## config.mk

```make
export PLATFORM = sky130hd
export DESIGN_NAME = gsensor_spi_master
export DESIGN_NICKNAME = d
export VERILOG_FILES = /design/src/rtl/gsensor_spi_pkg.sv /design/src/rtl/gsensor_clk_edge_sync.sv /design/src/rtl/gsensor_spi_master.sv
export SDC_FILE = /design/constraint.sdc
export NUM_CORES = 1
export LEC_CHECK = 0
export BUFFER_PORTS_ARGS = -buffer_cell sky130_fd_sc_hd__buf_2
export CAP_MARGIN = 20
export CORE_ASPECT_RATIO = 2
export CORE_MARGIN = 2
export CORE_UTILIZATION = 45
export CTS_BUF_LIST = sky130_fd_sc_hd__clkbuf_4 sky130_fd_sc_hd__clkbuf_8
export DETAILED_ROUTE_END_ITERATION = 7
export GPL_TIMING_DRIVEN = 0
export PLACE_DENSITY = 0.66
export SLEW_MARGIN = 20
export SYNTH_ARGS = -nofsm -noshare
export SYNTH_HDL_FRONTEND = slang
export SYNTH_HIERARCHICAL = 1
export SYNTH_SLANG_ARGS = --single-unit
```

## constraint.sdc

```tcl
create_clock -name iClk50M -period 4.1 [get_ports iClk50M]
set_input_delay 0 -clock iClk50M [delete_from_list [all_inputs] [get_ports iClk50M]]
set_output_delay 0 -clock iClk50M [all_outputs]
set_load 0.03 [all_outputs]
```

## src/rtl/gsensor_spi_pkg.sv

```systemverilog
// gsensor_spi_pkg
// Shared types and constants for the ADXL345 G-sensor SPI master.
//   - spi_state_e : transaction FSM states
//   - FRAME_LEN   : bits per frame (command byte + data byte)
//   - CMD_*       : bit positions of the command fields inside the frame
//   - REG_*       : ADXL345 register addresses used by the sequencer
package gsensor_spi_pkg;

    typedef enum logic [2:0] {
        IDLE,
        SETUP,
        SHIFT,
        HOLD,
        GAP
    } spi_state_e;

    localparam int FRAME_LEN = 16;

    localparam int CMD_RW_BIT   = 15;
    localparam int CMD_MB_BIT   = 14;
    localparam int CMD_ADDR_MSB = 13;
    localparam int CMD_ADDR_LSB = 8;

    localparam logic [5:0] REG_DEVID       = 6'h00;
    localparam logic [5:0] REG_POWER_CTL   = 6'h2D;
    localparam logic [5:0] REG_DATA_FORMAT = 6'h31;
    localparam logic [5:0] REG_DATAX0      = 6'h32;

endpackage

```

## src/rtl/gsensor_clk_edge_sync.sv

```systemverilog
// gsensor_clk_edge_sync
// Brings the divided SPI clock into the iClk50M domain and turns its edges
// into single-cycle ticks. The divided clock is only ever treated as data.
//   iClk50M    in   system clock
//   iRst_n     in   async active-low reset (all flops reset to 1 = SCLK idle level)
//   iSpiClk    in   divided clock from the clock divider
//   oTickRise  out  one-cycle pulse after a rising edge of iSpiClk
//   oTickFall  out  one-cycle pulse after a falling edge of iSpiClk
module gsensor_clk_edge_sync #(
    parameter int SYNC_STAGES = 2
) (
    input  logic iClk50M,
    input  logic iRst_n,
    input  logic iSpiClk,
    output logic oTickRise,
    output logic oTickFall
);

    logic [SYNC_STAGES-1:0] sync_q;
    logic                   hist_q;
    logic                   sync_out;

    assign sync_out = sync_q[SYNC_STAGES-1];

    // Resetting to 1 matches the idle-high divider output, so leaving reset
    // with iSpiClk high produces no spurious tick.
    always_ff @(posedge iClk50M or negedge iRst_n) begin
        if (!iRst_n) begin
            sync_q <= '1;
            hist_q <= 1'b1;
        end else begin
            sync_q <= {sync_q[SYNC_STAGES-2:0], iSpiClk};
            hist_q <= sync_out;
        end
    end

    assign oTickRise = sync_out & ~hist_q;
    assign oTickFall = ~sync_out & hist_q;

endmodule

```

## src/rtl/gsensor_spi_master.sv

```systemverilog
// gsensor_spi_master
// Single-frame SPI mode-3 master for the ADXL345: one command byte
// {RW, MB, ADDR} followed by one data byte per iStart.
//   iClk50M   in   system clock
//   iRst_n    in   async active-low reset
//   iSpiClk   in   divided bit-rate clock (used as a tick source only)
//   iStart    in   transaction request, honoured only in IDLE
//   iRw       in   1 = read (data byte sent as 0x00), 0 = write
//   iMb       in   multi-byte bit, copied into the command byte
//   iAddr     in   register address
//   iWrData   in   write byte
//   iMiso     in   sensor SDO
//   oSclk     out  SPI clock, idles high
//   oCs_n     out  chip select, active low
//   oMosi     out  sensor SDI, idles high
//   oBusy     out  high whenever the FSM is not IDLE
//   oDone     out  one-cycle pulse at end of frame
//   oRdData   out  byte clocked in during the data byte, held until next oDone
//
// state | meaning
// ------+-----------------------------------------------------------------
// IDLE  | CS high, waiting for iStart
// SETUP | CS low, waiting for a divider rise so CS leads the first SCLK fall
// SHIFT | 16 bits: MOSI/SCLK low on divider fall, MISO/SCLK high on rise
// HOLD  | last SCLK rise done, release CS on the next divider fall
// GAP   | CS high for half a period, then publish data and pulse oDone
module gsensor_spi_master
    import gsensor_spi_pkg::*;
#(
    parameter int SYNC_STAGES = 2,
    parameter int ADDR_W      = 6,
    parameter int DATA_W      = 8
) (
    input  logic              iClk50M,
    input  logic              iRst_n,
    input  logic              iSpiClk,
    input  logic              iStart,
    input  logic              iRw,
    input  logic              iMb,
    input  logic [ADDR_W-1:0] iAddr,
    input  logic [DATA_W-1:0] iWrData,
    input  logic              iMiso,
    output logic              oSclk,
    output logic              oCs_n,
    output logic              oMosi,
    output logic              oBusy,
    output logic              oDone,
    output logic [DATA_W-1:0] oRdData
);

    localparam int                CNT_W    = $clog2(FRAME_LEN + 1);
    localparam logic [CNT_W-1:0]  LAST_BIT = CNT_W'(FRAME_LEN - 1);

    logic                 tick_rise;
    logic                 tick_fall;
    logic [FRAME_LEN-1:0] frame_load;

    spi_state_e           state_q;
    logic [FRAME_LEN-1:0] shift_q;
    logic [DATA_W-1:0]    rx_q;
    logic [CNT_W-1:0]     bit_cnt_q;
    logic                 sclk_q;
    logic                 cs_n_q;
    logic                 mosi_q;
    logic                 busy_q;
    logic                 done_q;
    logic [DATA_W-1:0]    rd_data_q;

    gsensor_clk_edge_sync #(
        .SYNC_STAGES (SYNC_STAGES)
    ) u_edge_sync (
        .iClk50M   (iClk50M),
        .iRst_n    (iRst_n),
        .iSpiClk   (iSpiClk),
        .oTickRise (tick_rise),
        .oTickFall (tick_fall)
    );

    // A read sends 0x00 in the data byte regardless of iWrData.
    always_comb begin
        frame_load                             = '0;
        frame_load[CMD_RW_BIT]                 = iRw;
        frame_load[CMD_MB_BIT]                 = iMb;
        frame_load[CMD_ADDR_MSB:CMD_ADDR_LSB]  = iAddr;
        frame_load[DATA_W-1:0]                 = iRw ? '0 : iWrData;
    end

    always_ff @(posedge iClk50M or negedge iRst_n) begin
        if (!iRst_n) begin
            state_q   <= IDLE;
            shift_q   <= '0;
            rx_q      <= '0;
            bit_cnt_q <= '0;
            sclk_q    <= 1'b1;
            cs_n_q    <= 1'b1;
            mosi_q    <= 1'b1;
            busy_q    <= 1'b0;
            done_q    <= 1'b0;
            rd_data_q <= '0;
        end else begin
            done_q <= 1'b0;
            unique case (state_q)
                IDLE: begin
                    if (iStart) begin
                        shift_q   <= frame_load;
                        bit_cnt_q <= '0;
                        cs_n_q    <= 1'b0;
                        busy_q    <= 1'b1;
                        state_q   <= SETUP;
                    end
                end
                SETUP: begin
                    if (tick_rise) begin
                        state_q <= SHIFT;
                    end
                end
                SHIFT: begin
                    if (tick_fall) begin
                        sclk_q  <= 1'b0;
                        mosi_q  <= shift_q[FRAME_LEN-1];
                        shift_q <= {shift_q[FRAME_LEN-2:0], 1'b0};
                    end
                    if (tick_rise) begin
                        sclk_q    <= 1'b1;
                        rx_q      <= {rx_q[DATA_W-2:0], iMiso};
                        bit_cnt_q <= bit_cnt_q + CNT_W'(1);
                        if (bit_cnt_q == LAST_BIT) begin
                            state_q <= HOLD;
                        end
                    end
                end
                HOLD: begin
                    if (tick_fall) begin
                        cs_n_q  <= 1'b1;
                        mosi_q  <= 1'b1;
                        state_q <= GAP;
                    end
                end
                GAP: begin
                    // rx holds the last DATA_W bits, i.e. the data byte, on
                    // writes as well as reads.
                    if (tick_rise) begin
                        rd_data_q <= rx_q;
                        done_q    <= 1'b1;
                        busy_q    <= 1'b0;
                        state_q   <= IDLE;
                    end
                end
                default: begin
                    state_q <= IDLE;
                end
            endcase
        end
    end

    assign oSclk   = sclk_q;
    assign oCs_n   = cs_n_q;
    assign oMosi   = mosi_q;
    assign oBusy   = busy_q;
    assign oDone   = done_q;
    assign oRdData = rd_data_q;

endmodule

```

After elaboration in Yosys (flattened, before gate mapping)
Index checks and enable logic that the tools add are counted.
{"block": "classes", "n_reduce_logical": 15, "bitwise": 4, "addsub": 1, "n_mux": 26, "n_eq_ne": 12}
{"operator": "2-to-1 mux 16 bit", "n": 2}
{"operator": "one-hot mux 16 bit (2 select lines)", "n": 1}
{"operator": "2-to-1 mux 3 bit", "n": 6}
{"operator": "one-hot mux 3 bit (5 select lines)", "n": 1}
{"operator": "AND reduction 3 bit", "n": 5}
{"operator": "inequality test 2 bit, second input constant", "n": 7}
{"operator": "2-to-1 mux 5 bit", "n": 2}
{"operator": "one-hot mux 5 bit (2 select lines)", "n": 1}
{"operator": "nonzero test 2 bit", "n": 5}
{"operator": "2-to-1 mux 1 bit", "n": 9}
{"operator": "2-to-1 mux 8 bit", "n": 1}
{"operator": "equality test 3 x 2 -> 1 bit, second input constant", "n": 2}
{"operator": "one-hot mux 1 bit (2 select lines)", "n": 3}
{"operator": "AND reduction 2 bit", "n": 3}
{"operator": "AND reduction 6 bit", "n": 1}
{"operator": "adder 5 x 1 -> 5 bit, second input constant", "n": 1}
{"operator": "equality test 5 x 4 -> 1 bit, second input constant", "n": 1}
{"operator": "equality test 3 x 1 -> 1 bit, second input constant", "n": 1}
{"operator": "equality test 3 bit, second input constant", "n": 1}
{"operator": "zero test 3 bit", "n": 1}
{"operator": "bitwise AND 1 bit", "n": 2}
{"operator": "inverter 1 bit", "n": 2}
{"block": "word_totals", "reg_bits": 48, "wordCells": 70, "output_inout_bits": 13, "inputBits": 21}

Longest topological paths before layout
{"block": "logic_depth", "word_depth": 4, "mapped_depth": 5, "ltp_nobuf": 5}

Modules after synthesis
The synthesis kept the hierarchy.
{"module": "gsensor_spi_master", "cells_per_inst": 167, "seq_area_each_um2": 1129.8, "area_per_inst_um2": 2035.7, "n_inst": 1}
{"module": "gsensor_clk_edge_sync", "cells_per_inst": 5, "seq_area_each_um2": 78.8, "area_per_inst_um2": 93.8, "n_inst": 1}

Least setup slack after synthesis
OpenSTA, ideal clock, no wires.
{"block": "synth_path", "path_kind": "register -> register", "startpoint": "register u_edge_sync.sync_q[1]", "endpoint": "register rd_data_q[0] (netlist: oRdData[0])", "required_ns": 3.975, "setup_slack_ns": 2.453, "stages_incl_launch_ff": 5, "setup_ns": 0.125, "path_buffers": 0, "synth_period_minus_slack_ns": 1.647, "t_arrival_ns": 1.523, "path_cell_list": "dfstp_2 > nor2b_1 > nand2b_1 > nor2_4 > mux2_2"}
{"block": "synth_between", "elab_chain_len": 2}
{"item": "start: declaration", "line_no": "gsensor_clk_edge_sync.sv:19", "text": "logic [SYNC_STAGES-1:0] sync_q;"}
{"item": "start signal: assignment", "line_no": "gsensor_clk_edge_sync.sv:32", "text": "sync_q <= {sync_q[SYNC_STAGES-2:0], iSpiClk};"}
{"item": "bitwise AND 1 bit", "line_no": "gsensor_clk_edge_sync.sv:37", "text": "assign oTickRise = sync_out & ~hist_q;"}
{"item": "via tick_rise", "line_no": "gsensor_spi_master.sv:54", "text": "logic tick_rise;"}
{"item": "AND reduction 2 bit (no line)"}
{"item": "end signal: assignment", "line_no": "gsensor_spi_master.sv:143", "text": "rd_data_q <= rx_q;"}
{"item": "end: declaration", "line_no": "gsensor_spi_master.sv:67", "text": "logic [DATA_W-1:0] rd_data_q;"}
The timed path passes the listed nets, and every way through them passes these cells.
A chain may end at the register's enable or synchronous reset.

Worst setup path after layout
{"block": "layout_path", "startpoint": "register u_edge_sync.sync_q[1]", "endpoint": "register rd_data_q[7] (netlist: oRdData[7])"}
The elaborated chain is that of the path after synthesis.

==> impl_metrics.toml <==
[cells_and_area]
fill_cells = 415
fin_util = 0.540
syn_to_final_growth_pct = 16.6
diodes = 0
fin_nets = 238
final_area_um2 = 2480
drive_above_1_share = 0.403

[timing]
setup_viol = 0
clock.fmax_ghz = 0.515
slew_violations = 0
slew_headroom = 0.612
skew_ps = 9.15
fin_ws_ps = 2160
rsz0062_at_grt = "no"
min_period_ps = 1940
tightest_slew_ps = 582
hold_violations = 0
tns_ps = 0
fin_crit_sh = 0.474

[hold_path]
hold_start = "iWrData[3]"
whs_endpoint = "shift_q[3]"
whs_path_depth = 3
hp-class = "in -> reg"

[synthesis]
synth.area.top_cells = "dfrtp_1 49%, mux2_2 14%, dfstp_2 7.4%"
ys_types = 35
ys.flop_type = "dfrtp_1"
syn-num-nets = 195
synthCells = 172
syn_area_um2 = 2130
yosys_warnings = 6
synth.top_cell.area_share = 0.494
synth_area_per_cell_um2 = 12.4
yosysTopAreaCell = "dfrtp_1"
yosys_register_bits = 48
synth_common_cells = "42 x dfrtp_1, 30 x nand2_1, 27 x mux2_2"
yosysSeqAreaShare = 0.568
async_flop_share = 1.00
synth_edf_count = 0
synth.most_common_cell = "dfrtp_1"

[cts]
htreeDepth = 2
postCtsSetupBuffers = 0
clockBufferDepth = 2
clkTransAtPathRegs_ps = 90
cts_buffers = 5
clk_latency_ps = 300
cts_root_buf = "clkbuf_8"
clock_sinks = 48
tritoncts = "done"

[power_and_ir_drop]
ir_drop_mv = 0.473
p_per_area_nw_per_um2 = 616
p_total_mw = 1.53
p_leak_nw = 1.23

[placement]
place_ws_ps = 2190
finalWeightedCongestion = 0.777
io_buffers = 33
place_area_um2 = 2360
hpwl_um = 2950

[setup_path]
startpoint_type = "flip-flop"
required_ps = 4280
crit_path_end_kind = "flip-flop"
path_class = "reg -> reg"
r2r_start = "u_edge_sync/sync_q[1]"
critPathArrivalTime_ps = 2120
ff2ff_setup_slack_ps = 2160
rr_endpoint = "oRdData[7]"
r2r_cells = 4
critPathMaxFanout = 10

[detailed_routing]
drc_errors = 0
ant_nets = 0
avgViaCountPerCell = 5.21
drtPass1Iterations = 4
wirelength_um = 3980
wl_per_cell_um = 14.7
drt_iter0_drc = 15
via_count = 1411

[global_route]
antenna_found_initial = 0
grt_pass1_vias = 1470
grt-ovfl-total = 0
grt_use_total = 0.172
grt_max_degree = 49
grt_pass1_wl_um = 6790

[floorplanning]
start_util = 0.463
core-area_um2 = 4600
rows = 35
die_y_um = 101
die_x_um = 52.6
die-area_um2 = 5330
io_pins = 34

[flow_run]
drv_cap = 0

[run_status]
run_status = "completed"
==> timing repair <==
item,in CTS,in global routing
hold buffers,3,0
gates resized for setup,0,0
hold endpoints to repair,44,0
==> cell usage in the layout, fill, tap and decap left out, types with 2 or more instances in the layout <==
cell,count
inv_1,4
nor2_1,5
clkbuf_8,5
a21oi_1,5
clkinv_2,2
mux2_2,27
dlygate4sd3_1,3
nand2_1,30
o21ai_0,5
dfrtp_1,42
buf_2,36
dfstp_2,6
mux2i_1,2
nand3_1,2
a22o_1,7
ha_1,2
mux2_1,4
buf_6,3
nor2b_1,2
nand2b_1,4
==> through the flow <==
step	instances	hold WS, ps
after floorplan	172	-296
after CTS	271	32.4
after global routing	271	42.0
final	271	39.4
after global placement	260	108
after detailed placement	260	109
==> critical path, stage by stage, from the launching register on <==
cell      delay (ps)
dfstp_2          560
nor2b_1          380
nand2b_1         200
nor2_4           300
mux2_2           380
==> worst max path at each step <==
stage,to,depth (start not counted),startpoint
global placement,oRdData[2],4,u_edge_sync/sync_q[1]
floorplan,oRdData[0],4,u_edge_sync/sync_q[1]
detailed placement,oRdData[7],4,u_edge_sync/sync_q[1]
finish,oRdData[7],4,u_edge_sync/sync_q[1]
global route,oRdData[5],4,u_edge_sync/sync_q[1]
CTS,oRdData[7],4,u_edge_sync/sync_q[1]
==> power breakdown <==
part           switching (mW)  leakage, nW  internal (mW)  total, mW
clock                   0.155       0.0479          0.119      0.275
combinational           0.270        0.572          0.263      0.534
sequential             0.0887        0.610          0.633      0.721
==> registers in the layout, summed over array words and instances (netlist names) <==
| signal | flops |
|---|---|
| oBusy | 1 |
| u_edge_sync/hist_q | 1 |
| u_edge_sync/sync_q | 2 |
| oRdData | 8 |
| oSclk | 1 |
| oMosi | 1 |
| oCs_n | 1 |
| rx_q | 8 |
| bit_cnt_q | 5 |
| state_q | 3 |
| oDone | 1 |
| shift_q | 16 |
==> cell type report <==
cell class / count / area [µm²] / area share
multi-input cells: 112 / 848 / 0.342
plain buffers: 8 / 57.6 / 0.0232
flip-flops and latches: 48 / 1210 / 0.487
inverters: 4 / 15.0 / 0.00605
well taps: 55 / 68.8 / 0.0277
clock inverters: 3 / 18.8 / 0.00756
clock buffers: 5 / 68.8 / 0.0277
repair buffers: 36 / 198 / 0.0796
==> routing by layer <==
layer | vias to the layer above | track usage | wire length (µm)
met2 | 28 | 0.321 | 2290
met5 | - | 0 | 0
met3 | 4 | 0.0324 | 110
met1 | 697 | 0.179 | 1500
met4 | 0 | 0.0710 | 81
li1 | 682 | - | -
==> cells by family (layout without fill, tap and decap cells) <==
family | after synthesis | count (layout) | share of synthesized area
mux | 33 | 33 | 0.173
compound gates | 24 | 24 | 0.0852
fa+ha+maj | 2 | 2 | 0.0117
simple gates | 53 | 53 | 0.128
flops | 48 | 48 | 0.568
buf+inv | 12 | 56 | 0.0341
No activity file was read; power rests on OpenSTA's default activity.
